`src/rtl/serial_link_pkg.sv`:
```
// Shared parameters for both ends of the 4-bit serial link.
// The PISO transmitter and this SIPO receiver import these defaults so word
// width and bit order always agree across the link.
package serial_link_pkg;

  // Default link word width in bits.
  localparam int LINK_WIDTH = 4;

  // 1: first bit on the wire is the word MSB; 0: first bit is the LSB.
  localparam bit LINK_MSB_FIRST = 1'b1;

endpackage

```
`src/rtl/sipo_shift_core.sv`:
```
// Purpose: serial shift register, bit counter and word-completion strobe.
// Latency: cand_word/cand_vld are combinational on the completion edge's inputs.
// Backpressure: none; bits are always accepted and sync wins over serial_valid.
// Ports: clk, rst (sync, active-high); serial_in/serial_valid bit input;
//        sync realign; cand_word/cand_vld completed word; bit_count partial count.
module sipo_shift_core
  import serial_link_pkg::*;
#(
  parameter int WIDTH     = LINK_WIDTH,
  parameter bit MSB_FIRST = LINK_MSB_FIRST
) (
  input  logic                       clk,
  input  logic                       rst,
  input  logic                       serial_in,
  input  logic                       serial_valid,
  input  logic                       sync,
  output logic [WIDTH-1:0]           cand_word,
  output logic                       cand_vld,
  output logic [$clog2(WIDTH)-1:0]   bit_count
);

  localparam int CW = $clog2(WIDTH);
  localparam logic [CW-1:0] LAST_IDX = CW'(WIDTH - 1);

  logic [WIDTH-1:0] shift_q, shift_d;
  logic [WIDTH-1:0] shifted;
  logic [CW-1:0]    cnt_q, cnt_d;
  logic             done;

  always_comb begin
    // Register contents with the current bit already shifted in; on the
    // completion edge this is the full word including its last bit.
    if (MSB_FIRST) shifted = {shift_q[WIDTH-2:0], serial_in};
    else           shifted = {serial_in, shift_q[WIDTH-1:1]};

    shift_d = shift_q;
    cnt_d   = cnt_q;
    done    = 1'b0;
    if (sync) begin
      shift_d = '0;
      cnt_d   = '0;
    end else if (serial_valid) begin
      shift_d = shifted;
      done    = (cnt_q == LAST_IDX);
      // Explicit wrap so non-power-of-two widths count correctly.
      cnt_d   = done ? '0 : cnt_q + 1'b1;
    end
  end

  always_ff @(posedge clk) begin
    if (rst) begin
      shift_q <= '0;
      cnt_q   <= '0;
    end else begin
      shift_q <= shift_d;
      cnt_q   <= cnt_d;
    end
  end

  assign cand_word = shifted;
  assign cand_vld  = done;
  assign bit_count = cnt_q;

endmodule

```
`src/rtl/sipo_deser.sv`:
```
// Purpose: serial-in parallel-out deserializer with a one-entry output holding register.
// Latency: word valid 1 cycle after the edge sampling its last bit; back-to-back words at 1 bit/clk.
// Backpressure: a word completing while the held word is unconsumed is dropped with a 1-cycle overrun pulse.
// Ports: clk, rst (sync, active-high); serial_in/serial_valid/sync serial side;
//        parallel_out/out_valid/out_ready consumer side; overrun, bit_count status.
module sipo_deser
  import serial_link_pkg::*;
#(
  parameter int WIDTH     = LINK_WIDTH,
  parameter bit MSB_FIRST = LINK_MSB_FIRST
) (
  input  logic                       clk,
  input  logic                       rst,
  input  logic                       serial_in,
  input  logic                       serial_valid,
  input  logic                       sync,
  output logic [WIDTH-1:0]           parallel_out,
  output logic                       out_valid,
  input  logic                       out_ready,
  output logic                       overrun,
  output logic [$clog2(WIDTH)-1:0]   bit_count
);

  logic [WIDTH-1:0] cand_word;
  logic             cand_vld;

  logic [WIDTH-1:0] parallel_out_q, parallel_out_d;
  logic             out_valid_q, out_valid_d;
  logic             overrun_q, overrun_d;
  logic             xfer;

  sipo_shift_core #(
    .WIDTH     (WIDTH),
    .MSB_FIRST (MSB_FIRST)
  ) u_core (
    .clk          (clk),
    .rst          (rst),
    .serial_in    (serial_in),
    .serial_valid (serial_valid),
    .sync         (sync),
    .cand_word    (cand_word),
    .cand_vld     (cand_vld),
    .bit_count    (bit_count)
  );

  // Holding register: EMPTY/FULL is simply out_valid_q.
  always_comb begin
    xfer           = out_valid_q && out_ready;
    parallel_out_d = parallel_out_q;
    out_valid_d    = out_valid_q && !xfer;
    overrun_d      = 1'b0;
    if (cand_vld) begin
      // A transfer on the same edge frees the slot, so the new word reloads it.
      if (!out_valid_q || out_ready) begin
        parallel_out_d = cand_word;
        out_valid_d    = 1'b1;
      end else begin
        overrun_d      = 1'b1;
      end
    end
  end

  always_ff @(posedge clk) begin
    if (rst) begin
      parallel_out_q <= '0;
      out_valid_q    <= 1'b0;
      overrun_q      <= 1'b0;
    end else begin
      parallel_out_q <= parallel_out_d;
      out_valid_q    <= out_valid_d;
      overrun_q      <= overrun_d;
    end
  end

  assign parallel_out = parallel_out_q;
  assign out_valid    = out_valid_q;
  assign overrun      = overrun_q;

endmodule

```
`config.mk`:
```
export PLATFORM = sky130hd
export DESIGN_NAME = sipo_deser
export DESIGN_NICKNAME = d
export VERILOG_FILES = /design/src/rtl/serial_link_pkg.sv /design/src/rtl/sipo_shift_core.sv /design/src/rtl/sipo_deser.sv
export SDC_FILE = /design/constraint.sdc
export NUM_CORES = 1
export LEC_CHECK = 0
export CORE_AREA = 5 5 42 44
export DETAILED_ROUTE_END_ITERATION = 7
export DIE_AREA = 0 0 47 49
export SYNTH_ARGS = -nofsm -noshare
export SYNTH_HDL_FRONTEND = slang
export SYNTH_SLANG_ARGS = --single-unit
```
`constraint.sdc`:
```
create_clock -name clk -period 2.7 [get_ports clk]
set_clock_uncertainty 0.2 [all_clocks]
set_input_delay 0.54 -clock clk [delete_from_list [all_inputs] [get_ports clk]]
set_output_delay 0.54 -clock clk [all_outputs]
set_load 0.05 [all_outputs]
```
# Yosys cells after proc, flatten, opt, wreduce, memory -nomap -nowiden
# Index checks and enable logic that the tools add are counted.
# classes
n_addsub	1
bitwise	1
n_reduce_logical	8
muxes	6
eq_ne	1
# ops
cell	count
$mux W1	5
$reduce_or A2 Y1	2
$add A2 B1 Y2 const B	1
$eq A2 B2 Y1 const B	1
$logic_and A1 B1 Y1	2
$logic_not A1 Y1	2
$mux W2	1
$reduce_and A2 Y1	1
$logic_or A1 B1 Y1	1
$not A1 Y1	1
# word_totals
out_inout_bits	8
register_bits	11
in_bits	6
word_cells	22

# Logic depth before layout (Yosys ltp)
# logic_depth
ltp_word	5
mapped_depth	5
mapped_depth_nobuf	4

# Modules after synthesis
# Synthesis repeated with hierarchy kept, for this count alone.
# unflattened
cells_unflattened	44
hier_area_um2	480.5
# modules_own_cells
mod	area_per_inst_um2	n_inst	cells_each	seq_area_each_um2
sipo_deser	254.0	1	23	120.1
sipo_shift_core	226.5	1	21	100.1

# Least setup slack after synthesis
# Ideal clock, no wire load.
# synth_timing
path_kind	flip-flop to flip-flop
start	register u_core.cnt_q[0], in the netlist u_core.bit_count[0]
end	register parallel_out_q[0], in the netlist parallel_out[0]
path_buffers	1
period_less_slack_ns	1.686
arrival_ns	1.415
setup_ns	0.072
t_required_ns	2.428
stages_incl_launch_ff	6
path_slack_ns	1.014
cell_sequence	dfxtp_1 > ha_1 > nand3b_4 > nor2b_2 > buf_6 > mux2i_1
# synth_between
elab_chain_cells	4
# synth_lines
element	line_no	rtl
start, declared	sipo_shift_core.sv:27	logic [CW-1:0] cnt_q, cnt_d;
start signal, assigned	sipo_shift_core.sv:56	cnt_q <= cnt_d;
$eq A2 B2 Y1	sipo_shift_core.sv:44	done = (cnt_q == LAST_IDX);
$mux W1	sipo_shift_core.sv:42	end else if (serial_valid) begin
$mux W1	sipo_shift_core.sv:39	if (sync) begin
$reduce_and A2 Y1 (no source line)	n/a	
end signal, assigned	sipo_deser.sv:69	parallel_out_q <= parallel_out_d;
end, declared	sipo_deser.sv:27	logic [WIDTH-1:0] parallel_out_q, parallel_out_d;
# No other way between the ends.
# A chain may end at the register's enable or synchronous reset.

# Worst setup path after layout
# layout_timing
start	register u_core.cnt_q[0], in the netlist u_core.bit_count[0]
end	output port bit_count[0]
# layout_rtl
element	line_no	rtl
end, declared	sipo_deser.sv:21	output logic [$clog2(WIDTH)-1:0] bit_count
# No word-level cell between the ends.

==> metrics.yaml <==
setup_path:
  cpPeakStageDelay_ns: 0.81
  cp_cell_sequence: "clkdlybuf4s50_1"
  number_of_buffers_and_inverters_on_the_critical_path: 1
  data_arrival_critical_path_ns: 1.44
  timing.critical_path.from_type: "flip-flop"
  path_class: "flip-flop to output pin"
  worst_r2r_endpoint: "parallel_out[3]$_SDFFE_PP0P_"
  reg2reg_setup_slack_ns: 1.25
  crit_slowest_cell: "sky130_fd_sc_hd__clkdlybuf4s50_1"
  critical_path_peak_fanout: 4
  worst-endpoint-required_ns: 1.96
  setup.worst_path.end_class: "output pin"
  reg2reg_depth: 4
  crit_family: "buffers and inverters"
  critical_path.reg2reg.startpoint: "u_core.bit_count[0]$_SDFFE_PP0P_"
synth:
  synth_compound_area_frac: 0.0106
  synthDominantCellAreaShare: 0.466
  synth_sequential_area_ratio: 0.466
  synth.mux.area_fraction: 0.190
  syn_area_per_cell_sq_um: 11.0
  synthesis.area_sq_um: 473
  synth-xor-area-share: 0
  synth_warnings: 0
  synth_top_family_by_area: "simple AND/OR/NAND/NOR gates"
  synth.net_count: 50
  syn-instance-count: 43
  yosys_register_bits: 11
  netlist.top_cell.by_area: "sky130_fd_sc_hd__dfxtp_1"
  synthSimpleGateAreaFrac: 0.251
  synth.area.top_cells: "sky130_fd_sc_hd__dfxtp_1, sky130_fd_sc_hd__mux2i_1, sky130_fd_sc_hd__nand2b_1, sky130_fd_sc_hd__nor3_1, sky130_fd_sc_hd__buf_6"
  synth.lib_cells_used.distinct: 11
  adder_and_majority_gate_portion_of_the_synthesized_area: 0.0265
cts:
  cts_buffers: 3
  cts.repair.resized: 0
  cts_hold_buf: 0
  cts_tree: "built"
  clockBufferDepth: 2
  clock_latency_ns: 0.26
  cts.htree.levels: 1
  clk_pin_slew_worst_paths_ns: 0.07
  ctsRootBufferMaster: "sky130_fd_sc_hd__clkbuf_4"
  cts_num_sinks: 11
  postCtsSetupBuffers: 0
place:
  placed_cells: 69
  gp_congestion: 0.732
  port-buffer-count: 13
  pre_cts_slack_ns: 0.571
  post_dp_cell_area_sq_um: 597
cells_and_area:
  finalNonFillerCells: 73
  areaGrowthSynthToFinish_pct: 31.7
  final_nets: 65
  antennaDiodeCount: 0
  fraction_of_layout_cells_with_a_size_suffix_above_1: 0.0877
  fin_area_sq_um: 623
floorplanning:
  area_of_the_die_sq_um: 2300
  floorplan.io_pins: 14
  horizontal_die_dimension_microns: 47
  dieHeight_microns: 49
  initial_standard_cell_utilization_of_the_core: 0.338
  placementRows: 14
  core_area_sq_um: 1400
detailed_routing:
  postRouteAntennaNets: 0
  viasPerCell: 4.52
  drt_wl_total_microns: 763
  drt-wirelength-per-cell_microns: 10.5
  routed-via-count: 330
  drt_pass1_iterations: 2
  drc_violations_left: 0
  drt_first_iter_violations: 3
timing:
  final.min_clock_period_ns: 2.18
  tightestPinTransition_ns: 0.500
  finalHoldViolCount: 0
  max-slew-margin-rel: 0.666
  number_of_pins_exceeding_their_max_slew_limit_in_the_final_report: 0
  report.final.setup_viol: 0
  rsz0062_at_grt: "no"
  fin_crit_sh: 0.808
  fin_tns_setup_ns: 0
  worst_slack_ns: 0.519
  max_frequency_mhz: 459
global_routing:
  grt_antenna_before_repair: 0
  first_global_vias: 345
  global_route.overflow_total: 0
  grt_start_max_net_pins: 16
  grt.total_usage: 0.0813
  global_route_wire_length_before_repair_microns: 1390
flow_run:
  max-cap-violations: 0
hold_path:
  min_delay_path_depth: 2
  beginning_of_the_worst_hold_path: "parallel_out[2]$_SDFFE_PP0P_"
  holdCritPathClass: "flip-flop to flip-flop"
  hold_end: "parallel_out[2]$_SDFFE_PP0P_"
pwr:
  power-per-cell-area_nw_per_um2: 481
  vdd.ir_drop.worst_v: 0.000228
  p_leak_nw: 0.239
  totalPowerFinal_uw: 300
outcome:
  run_status: "finished, final reports clean"
[worst register-to-register path: cells and delay by family, from the launching register on]
kind | cells | cell delay, ns
AND/OR/NAND/NOR | 2 | 0.36
adder cells (fa/ha/maj) | 1 | 0.23
multiplexers | 1 | 0.22
flip-flops | 1 | 0.36
[registers in the layout, summed over array words and instances, names as in the netlist]
| name | flops |
|---|---|
| overrun | 1 |
| u_core.bit_count | 2 |
| u_core.shift_q | 3 |
| out_valid | 1 |
| parallel_out | 4 |
[power by group]
group	leakage [nW]	switching [mW]	internal, mW
Combinational	0.135	0.0125	0.0144
Clock	0.0150	0.0507	0.0571
Sequential	0.0889	0.00129	0.164
Total	0.239	0.0645	0.235
[metal layers]
layer | routed length [microns] | GRT usage | vias up
met4 | 6 | 0.0553 | 0
li1 | - | - | 175
met2 | 353 | 0.111 | 6
met1 | 362 | 0.107 | 147
met3 | 40 | 0.0221 | 2
met5 | 0 | 0 | -
[through the flow]
step / hold slack, ns / utilization
floorplan: 0.251 / -
global placement: 0.274 / 0.426
detailed placement: 0.265 / 0.426
CTS: 0.284 / 0.445
global route: 0.317 / 0.445
finish: 0.275 / 0.445
[synth_stat cells (all sizes together)]
cell	n
nand3b	1
a21oi	1
mux2i	9
ha	1
nand2b	9
nor2b	1
nor2	1
buf	2
clkbuf	1
nor3	6
dfxtp	11
[area by class of cell]
class | count | area [sq um]
Fill cell | 160 | 778
Clock buffer | 4 | 26.3
Sequential cell | 11 | 220
Timing Repair Buffer | 13 | 130
Multi-Input combinational cell | 29 | 226
Tap cell | 16 | 20.0
[worst max path at each step]
stage | from | to | cells after the start
floorplan | u_core.bit_count[0]$_SDFFE_PP0P_ | parallel_out[0]$_SDFFE_PP0P_ | 5
global placement | serial_valid | parallel_out[3]$_SDFFE_PP0P_ | 4
detailed placement | serial_valid | parallel_out[3]$_SDFFE_PP0P_ | 4
CTS | u_core.bit_count[0]$_SDFFE_PP0P_ | bit_count[0] | 1
global route | u_core.bit_count[0]$_SDFFE_PP0P_ | bit_count[0] | 1
finish | u_core.bit_count[0]$_SDFFE_PP0P_ | bit_count[0] | 1
[cells by family after synthesis]
kind of cell | after synthesis
AOI/OAI and AO/OA | 1
muxes | 9
adders and majority gates | 1
buffers and inverters | 3
DFF | 11
and+or+nand+nor | 18
[cells in the final DEF (no fill, tap or decap)]
| master | count |
|---|---|
| sky130_fd_sc_hd__nor2b_2 | 1 |
| sky130_fd_sc_hd__clkbuf_4 | 3 |
| sky130_fd_sc_hd__clkbuf_1 | 1 |
| sky130_fd_sc_hd__nor3_1 | 6 |
| sky130_fd_sc_hd__nand3b_4 | 1 |
| sky130_fd_sc_hd__a21oi_1 | 1 |
| sky130_fd_sc_hd__nor2_1 | 1 |
| sky130_fd_sc_hd__ha_1 | 1 |
| sky130_fd_sc_hd__nand2b_1 | 9 |
| sky130_fd_sc_hd__clkdlybuf4s50_1 | 13 |
| sky130_fd_sc_hd__dfxtp_1 | 11 |
| sky130_fd_sc_hd__mux2i_1 | 9 |
Note: power is estimated with default switching activity, not from simulation.
